$ cat config.mk
export PLATFORM = sky130hd
export DESIGN_NAME = fetch_unit
export DESIGN_NICKNAME = d
export VERILOG_FILES = /design/src/rtl/fetch_unit.sv
export SDC_FILE = /design/constraint.sdc
export NUM_CORES = 1
export LEC_CHECK = 0
export ABC_CLOCK_PERIOD_IN_PS = 9300
export CAP_MARGIN = 20
export CELL_PAD_IN_SITES_DETAIL_PLACEMENT = 0
export CELL_PAD_IN_SITES_GLOBAL_PLACEMENT = 1
export CORE_ASPECT_RATIO = 1.1
export CORE_MARGIN = 5
export CORE_UTILIZATION = 37
export DETAILED_ROUTE_END_ITERATION = 6
export MAX_ROUTING_LAYER = met4
export PLACE_DENSITY_LB_ADDON = 0.05
export SYNTH_ARGS = -nofsm -noshare
export SYNTH_HDL_FRONTEND = slang
export SYNTH_SLANG_ARGS = --single-unit
$ cat constraint.sdc
create_clock -name clk -period 9.3 [get_ports clk]
set_clock_uncertainty 0.1 [all_clocks]
set_input_delay 1.86 -clock clk [delete_from_list [all_inputs] [get_ports clk]]
set_output_delay 1.86 -clock clk [all_outputs]
set_load 0.01 [all_outputs]
$ cat src/rtl/fetch_unit.sv
// ============================================================================
// fetch_unit : MIPS instruction-fetch stage (PC, imem address, IF/ID register)
// Rev 1.0
// ============================================================================
`default_nettype none

module fetch_unit #(
    parameter logic [31:0] RESET_PC = 32'h0000_0000,
    parameter logic [31:0] NOP      = 32'h0000_0000
) (
    input  logic        clk,
    input  logic        reset,
    input  logic        stall,
    input  logic        redirect,
    input  logic [31:0] redirectTarget,
    output logic [31:0] imemAddr,
    input  logic [31:0] imemInstr,
    output logic [31:0] pc,
    output logic [31:0] ifidInstr,
    output logic [31:0] ifidPcPlus4,
    output logic        ifidValid,
    output logic [31:0] fetchCount
);

    localparam logic [1:0] MODE_RESET = 2'd0;
    localparam logic [1:0] MODE_HOLD  = 2'd1;
    localparam logic [1:0] MODE_FLUSH = 2'd2;
    localparam logic [1:0] MODE_RUN   = 2'd3;

    logic [31:0] r_pc;
    logic [31:0] r_ifid_instr;
    logic [31:0] r_ifid_pc_plus4;
    logic        r_ifid_valid;
    logic [31:0] r_fetch_count;

    logic [1:0]  w_mode;
    logic [31:0] w_pc_plus4;
    logic [31:0] w_target_aligned;

    assign w_pc_plus4       = r_pc + 32'd4;
    assign w_target_aligned = {redirectTarget[31:2], 2'b00};

    // A stalled branch's redirect is provisional, so stall outranks redirect.
    always_comb begin
        w_mode = MODE_RUN;
        if (reset)
            w_mode = MODE_RESET;
        else if (stall)
            w_mode = MODE_HOLD;
        else if (redirect)
            w_mode = MODE_FLUSH;
    end

    always_ff @(posedge clk) begin
        case (w_mode)
            MODE_RESET: begin
                r_pc            <= RESET_PC;
                r_ifid_instr    <= NOP;
                r_ifid_pc_plus4 <= 32'd0;
                r_ifid_valid    <= 1'b0;
                r_fetch_count   <= 32'd0;
            end
            MODE_HOLD: begin
                r_pc            <= r_pc;
                r_ifid_instr    <= r_ifid_instr;
                r_ifid_pc_plus4 <= r_ifid_pc_plus4;
                r_ifid_valid    <= r_ifid_valid;
                r_fetch_count   <= r_fetch_count;
            end
            MODE_FLUSH: begin
                r_pc            <= w_target_aligned;
                r_ifid_instr    <= NOP;
                r_ifid_pc_plus4 <= 32'd0;
                r_ifid_valid    <= 1'b0;
                r_fetch_count   <= r_fetch_count;
            end
            default: begin
                r_pc            <= w_pc_plus4;
                r_ifid_instr    <= imemInstr;
                r_ifid_pc_plus4 <= w_pc_plus4;
                r_ifid_valid    <= 1'b1;
                r_fetch_count   <= r_fetch_count + 32'd1;
            end
        endcase
    end

    assign imemAddr    = r_pc;
    assign pc          = r_pc;
    assign ifidInstr   = r_ifid_instr;
    assign ifidPcPlus4 = r_ifid_pc_plus4;
    assign ifidValid   = r_ifid_valid;
    assign fetchCount  = r_fetch_count;

endmodule

`default_nettype wire

==> qor.csv, run 1 <==
metric;value;unit
max-capacitance violation count;0;
mapped cell area;0.00605;mm2
worst r2r src;imemAddr[2];
drt pass-1 iters;4;
Max Fanout on Critical Path;47;
total track usage;16.7;%
CP peak stage delay;0.80;ns
ANT cells;0;
overflow left after global routing;0;
worst reg-to-reg path cell count;6;
RR Endpoint;imemAddr[14];
Yosys Warn Count;0;
clock tree from TritonCTS;built;
via count;4324;
H-tree levels;4;
Initial Util;37.4;%
TritonCTS Buffers;17;
met1 usage;18.8;%
Ports;229;
Vias/cell;4.78;
layout cells sized above 1;6.57;%
Worst setup endpoint;imemAddr[3];
Worst EP arrival;4.32;ns
hold depth;2;
CP required;9.36;ns
routing usage on met3;7.52;%
number of synthesized flops with an enable pin;125;
status;finished, final reports clean;
Syn Area/Cell;12.2;um2
vias in the first global route;4475;
Final Power;1.66;mW
Die Footprint;0.0190;mm2
DRC;0;
Post-CTS Setup Bufs;0;
final wirelength;15600;um
Final period util;45.8;%
Hold WC Path Type;reg -> reg;
slew margin rel.;39.8;%
Area Overhead vs Synth;45.3;%
PD cells;188;mW/mm2
Die X;132;um
first-pass GRT wire length;24100;um
initial drt markers;228;
slowest CP cell;nand2b_2;
post-route cell area;0.00879;mm2
Pleak;3.22;nW
Worst-path clk slew;0.05;ns
Wirelength per Cell;17.2;um
post-synthesis register bit count;125;
FILL cells;1473;
initial antenna violation count;0;
core area;0.0162;mm2
Fin. Hold Viols;0;
largest cells by area after synthesis;edfxtp_1 (62%), xor2_1 (5.6%), buf_4 (4.8%);
clock sinks;125;
Post-CTS Resized;0;
critical path launch point type;input pin;
Routed Antenna Nets;0;
Peak VDD IR;0.000105;V
min cycle time layout;4.26;ns
final count of pins violating max slew;0;
gr busiest metal;met2;
sequential share of the synthesized area;62.0;%
largest net degree at the start of global routing;71;
area leader, netlist;edfxtp_1;
Max Clk Rate;235;MHz
unrepaired setup endpoints after global routing;no;
root buf cell;clkbuf_16;
clock tree buffer depth;2;
routability cong.;0.800;
Critical Path End Type;flip-flop;
CTS Hold Buffers Added;0;
number of core rows;49;
slew at the pin closest to its max-slew limit;0.903;ns
synth unique cells;36;
# port buffers;220;
Worst Setup SP;reset;
Die H;144;um
critical path type;in -> reg;
r2r setup slk;7.21;ns
Main synth FF type;edfxtp_1;
Post-DP Area;0.00820;mm2
top cell type's share of synthesized area;62.0;%
Post-DP HPWL;11200;um
crit path cell chain;clkdlybuf4s50_1 > buf_4 > nand2b_2 > inv_2 > and2_1 > a21o_1;
setup violators final;0;
Synth Instances;496;
top-count cell post-synth;edfxtp_1;
setup TNS;0;ns
Final nets;758;
Post-synth ARST share;0;%
worst-skew pair later-pin latency;0.41;ns
Synth top cells by count;edfxtp_1 (125), nor2_1 (63), buf_4 (39), xor2_1 (39), and2_1 (34);
met2 Track Usage GR;26.7;%
==> routing by layer <==
| layer | wire (um) | vias up | part of all wire (%) |
|---|---|---|---|
| li1 | - | 2115 | - |
| met1 | 6390 | 2053 | 41 |
| met2 | 7600 | 143 | 49 |
| met3 | 1410 | 13 | 9.1 |
| met4 | 153 | 0 | 0.98 |
| met5 | 0 | - | 0 |
==> critical path: cells and delay by family <==
kind | cells | cell delay, ns
AOI/OAI and AO/OA | 1 | 0.15
and+or+nand+nor | 2 | 1.09
buffers and inverters | 3 | 1.19
==> cells by family after synthesis <==
| family | synth area share, % |
|---|---|
| and+or+nand+nor | 19.5 |
| DFF | 62.0 |
| buffers and inverters | 6.39 |
| xor gates and xnor gates | 7.96 |
| AOI/OAI and AO/OA | 3.66 |
| adders and majority gates | 0.414 |
| other | 0.0620 |
==> registers in the layout, indices dropped and copies added, names as in the netlist <==
signal       cells
imemAddr        30
ifidInstr       32
ifidPcPlus4     30
fetchCount      32
ifidValid        1
==> layout make-up <==
cell class / instances / area [um2] / share of cell area, %
Clock buffer: 21 / 440 / 5.01
Clock inverter: 10 / 146 / 1.67
Inverter: 6 / 22.5 / 0.256
Multi-Input combinational cell: 315 / 1950 / 22.2
Sequential cell: 125 / 3750 / 42.7
Tap cell: 204 / 255 / 2.90
Timing Repair Buffer: 223 / 2220 / 25.3
==> through the flow <==
stage          std cells  hold slack, ns  util (%)  setup WS (ns)
3_3_place_gp         873           0.506      50.7           4.56
5_1_grt              904           0.565      54.3           4.71
6_report             904           0.534      54.3           5.04
3_5_place_dp         873           0.521      50.7           4.55
4_1_cts              904           0.534      54.3           4.98
2_1_floorplan        501           0.545         -           2.77
==> worst min path at each step <==
stage | startpoint | to | slack (ns)
floorplan | fetchCount[31] | fetchCount[31] | 0.54
global placement | fetchCount[31] | fetchCount[31] | 0.51
detailed placement | fetchCount[31] | fetchCount[31] | 0.52
CTS | fetchCount[31] | fetchCount[31] | 0.53
global route | fetchCount[31] | fetchCount[31] | 0.56
finish | fetchCount[31] | fetchCount[31] | 0.53
==> layout by cell type (no fill, tap or decap), drive strengths merged <==
cell,instances
or3,2
a21oi,2
a31o,1
edfxtp,125
and2,35
nand4,27
conb,6
nand2,29
nand2b,3
nand4b,2
clkinv,6
a211oi,1
nor3,7
a21o,14
clkdlybuf4s50,220
nand3,20
and4,7
bufinv,4
buf,3
xor2,39
nor4,5
o21ai,18
nor2,66
and3,11
inv,6
xnor2,16
clkbuf,21
nor2b,2
ha,2
==> power by group <==
| group | switching, mW | internal, mW |
|---|---|---|
| combinational | 0.108 | 0.152 |
| clock | 0.224 | 0.442 |
| sequential | 0.0476 | 0.684 |
(Power assumes the default switching activity.)
==> run 2: changes to the inputs <==
- ABC_CLOCK_PERIOD_IN_PS: 9300 -> 4100
- CORE_UTILIZATION: 37 -> 34
- clock period: 9.3 -> 4.1 ns (I/O delays scaled with it)
==> run 2 against run 1 <==
  * Combinational power up 130%
  * Largest cell class unchanged
  * Sequential share of layout area shrank 0.59 points
  * First-iteration DRC count is 1.3% higher
  * Utilization down 3.7 points
  * Sequential power increased by 130%
  * Via count rose by 2.6%
  * Non-clock buffer count increased by 3
  * Flip-flop and latch count unchanged
  * Critical endpoint unchanged
==> qor.csv, run 2 (same netlist as run 1, synthesis figures left out) <==
metric;value;unit;change
status;finished, final reports clean;;unchanged
register share of total power;42.6;%;was 44.1%
layout cells sized above 1;7.81;%;was 6.57%
min cycle time layout;2.67;ns;
overflow left after global routing;0;;unchanged
Fin. Hold Viols;0;;unchanged
routability cong.;0.756;;was 0.800
Switching Share;23.6;%;was 22.9%
setup violators final;0;;unchanged
Worst EP arrival;2.73;ns;was 4.32 ns
Hold WC Path Type;reg -> reg;;unchanged
Worst-path clk slew;0.06;ns;was 0.05 ns
initial drt markers;231;;was 228
Peak VDD IR;0.000269;V;was 0.000105 V
unrepaired setup endpoints after global routing;no;;unchanged
drt pass-1 iters;4;;unchanged
Die Footprint;0.0206;mm2;was 0.0190 mm2
Max Fanout on Critical Path;34;;was 47
via count;4435;;was 4324
PD cells;437;mW/mm2;was 188 mW/mm2
initial antenna violation count;0;;unchanged
critical path launch point type;input pin;;unchanged
slew margin rel.;63.4;%;was 39.8%
Internal;2.98;mW;was 1.28 mW
worst r2r src;fetchCount[1];;was imemAddr[2]
switching power;0.917;mW;was 0.379 mW
number of core rows;51;;was 49
Ports;229;;unchanged
DRC;0;;unchanged
setup TNS;0;ns;unchanged
CTS Hold Buffers Added;0;;unchanged
Critical Path End Type;flip-flop;;unchanged
Max Clk Rate;375;MHz;
Final nets;761;;was 758
Routed Antenna Nets;0;;unchanged
final count of pins violating max slew;0;;unchanged
commonest cells after routing, fill and taps aside;clkdlybuf4s50_1 (220), edfxtp_1 (125), nor2_1 (62);;unchanged
Wirelength per Cell;17.2;um;about the same
Die X;137;um;was 132 um
first-pass GRT wire length;24600;um;was 24100 um
Post-CTS Setup Bufs;0;;unchanged
most common cell after layout, fill and taps aside;clkdlybuf4s50_1;;unchanged
# port buffers;220;;unchanged
slew at the pin closest to its max-slew limit;0.549;ns;was 0.903 ns
TritonCTS Buffers;17;;unchanged
total track usage;16.3;%;was 16.7%
root buf cell;clkbuf_16;;unchanged
hold_ws;0.516;ns;was 0.534 ns
clock tree buffer depth;2;;unchanged
Vias/cell;4.71;;was 4.78
Pleak;3.25;nW;was 3.22 nW
Post-CTS Resized;0;;unchanged
vias in the first global route;4504;;was 4475
clock sinks;125;;unchanged
H-tree levels;4;;unchanged
Worst Setup SP;stall;;was reset
Initial Util;34.3;%;was 37.4%
clock share of power;42.2;%;was 40.2%
final wirelength;16200;um;was 15600 um
max-capacitance violation count;0;;unchanged
Final period util;65.1;%;
largest net degree at the start of global routing;40;;was 71
worst-skew pair later-pin latency;0.41;ns;about the same
ANT cells;0;;unchanged
hold_sp;fetchCount[31];;unchanged
core area;0.0176;mm2;was 0.0162 mm2
Post-DP HPWL;11600;um;was 11200 um
CP required;4.17;ns;was 9.36 ns
critical path type;in -> reg;;unchanged
Area Overhead vs Synth;47.4;%;was 45.3%
Die H;150;um;was 144 um
clock tree from TritonCTS;built;;unchanged
combinational fraction of design power;15.3;%;was 15.7%
-- run 2: changes by cell type in the layout (fill, tap and decap cells not counted) --
cell        change
buf_4           +3
clkbuf_1        -3
clkinvlp_4      +3
clkinv_1        -2
clkinv_2        -2
clkinv_4        +2
inv_6           +2
bufinv_16       +1
-- run 2: worst paths after layout --
kind / endpoint / slack (ns) / depth (start not counted)
min: fetchCount[31] / 0.52 / 2
min reg2reg: fetchCount[31] / 0.52 / 2
max: imemAddr[3] / 1.43 / 6
max reg2reg: fetchCount[26] / 2.05 / 5
-- run 2: layout make-up --
class | instances | area (um2)
timing repair buffer | 226 | 2250
multi-input combinational | 315 | 1950
clock buffer | 18 | 429
fill | 1615 | 8700
sequential | 125 | 3750
inverter | 6 | 22.5
tap | 238 | 298
clock inverter | 14 | 216
-- run 2: power groups by stage --
stage,Combinational (mW),Clock [mW],Sequential (mW)
final,0.594,1.64,1.66
after global routing,0.640,1.75,1.68
after CTS,0.606,1.68,1.66
after detailed placement,0.603,0,1.68
after global placement,0.601,0,1.68
after floorplan,0.195,0,1.72
-- run 2: metal layers --
layer  part of all wire (%)  track usage (%)  up-vias
li1                       -                -     2123
met1                     41             19.3     2146
met2                     49             25.6      149
met3                    8.6             6.19       17
met4                    1.3             5.34        0
met5                      0                -        -
-- run 2: through the flow --
step           setup WS, ns  cell area, um2  instances  utilization (%)  power, mW
5_1_grt                1.23            8910        942             50.6       4.06
6_report               1.43            8910        942             50.6       3.89
3_5_place_dp          0.943            8270        910             47.0       2.29
2_1_floorplan         0.190            6070        501                -       1.91
3_3_place_gp          0.950            8270        910             47.0       2.28
4_1_cts                1.37            8910        942             50.6       3.95
-- run 2: critical path, stage by stage --
cell and delay [ns]:
clkdlybuf4s50_1 0.45, nand2b_1 0.24, nand2b_2 0.44, inv_2 0.34, and2_1 0.28, a21o_1 0.15
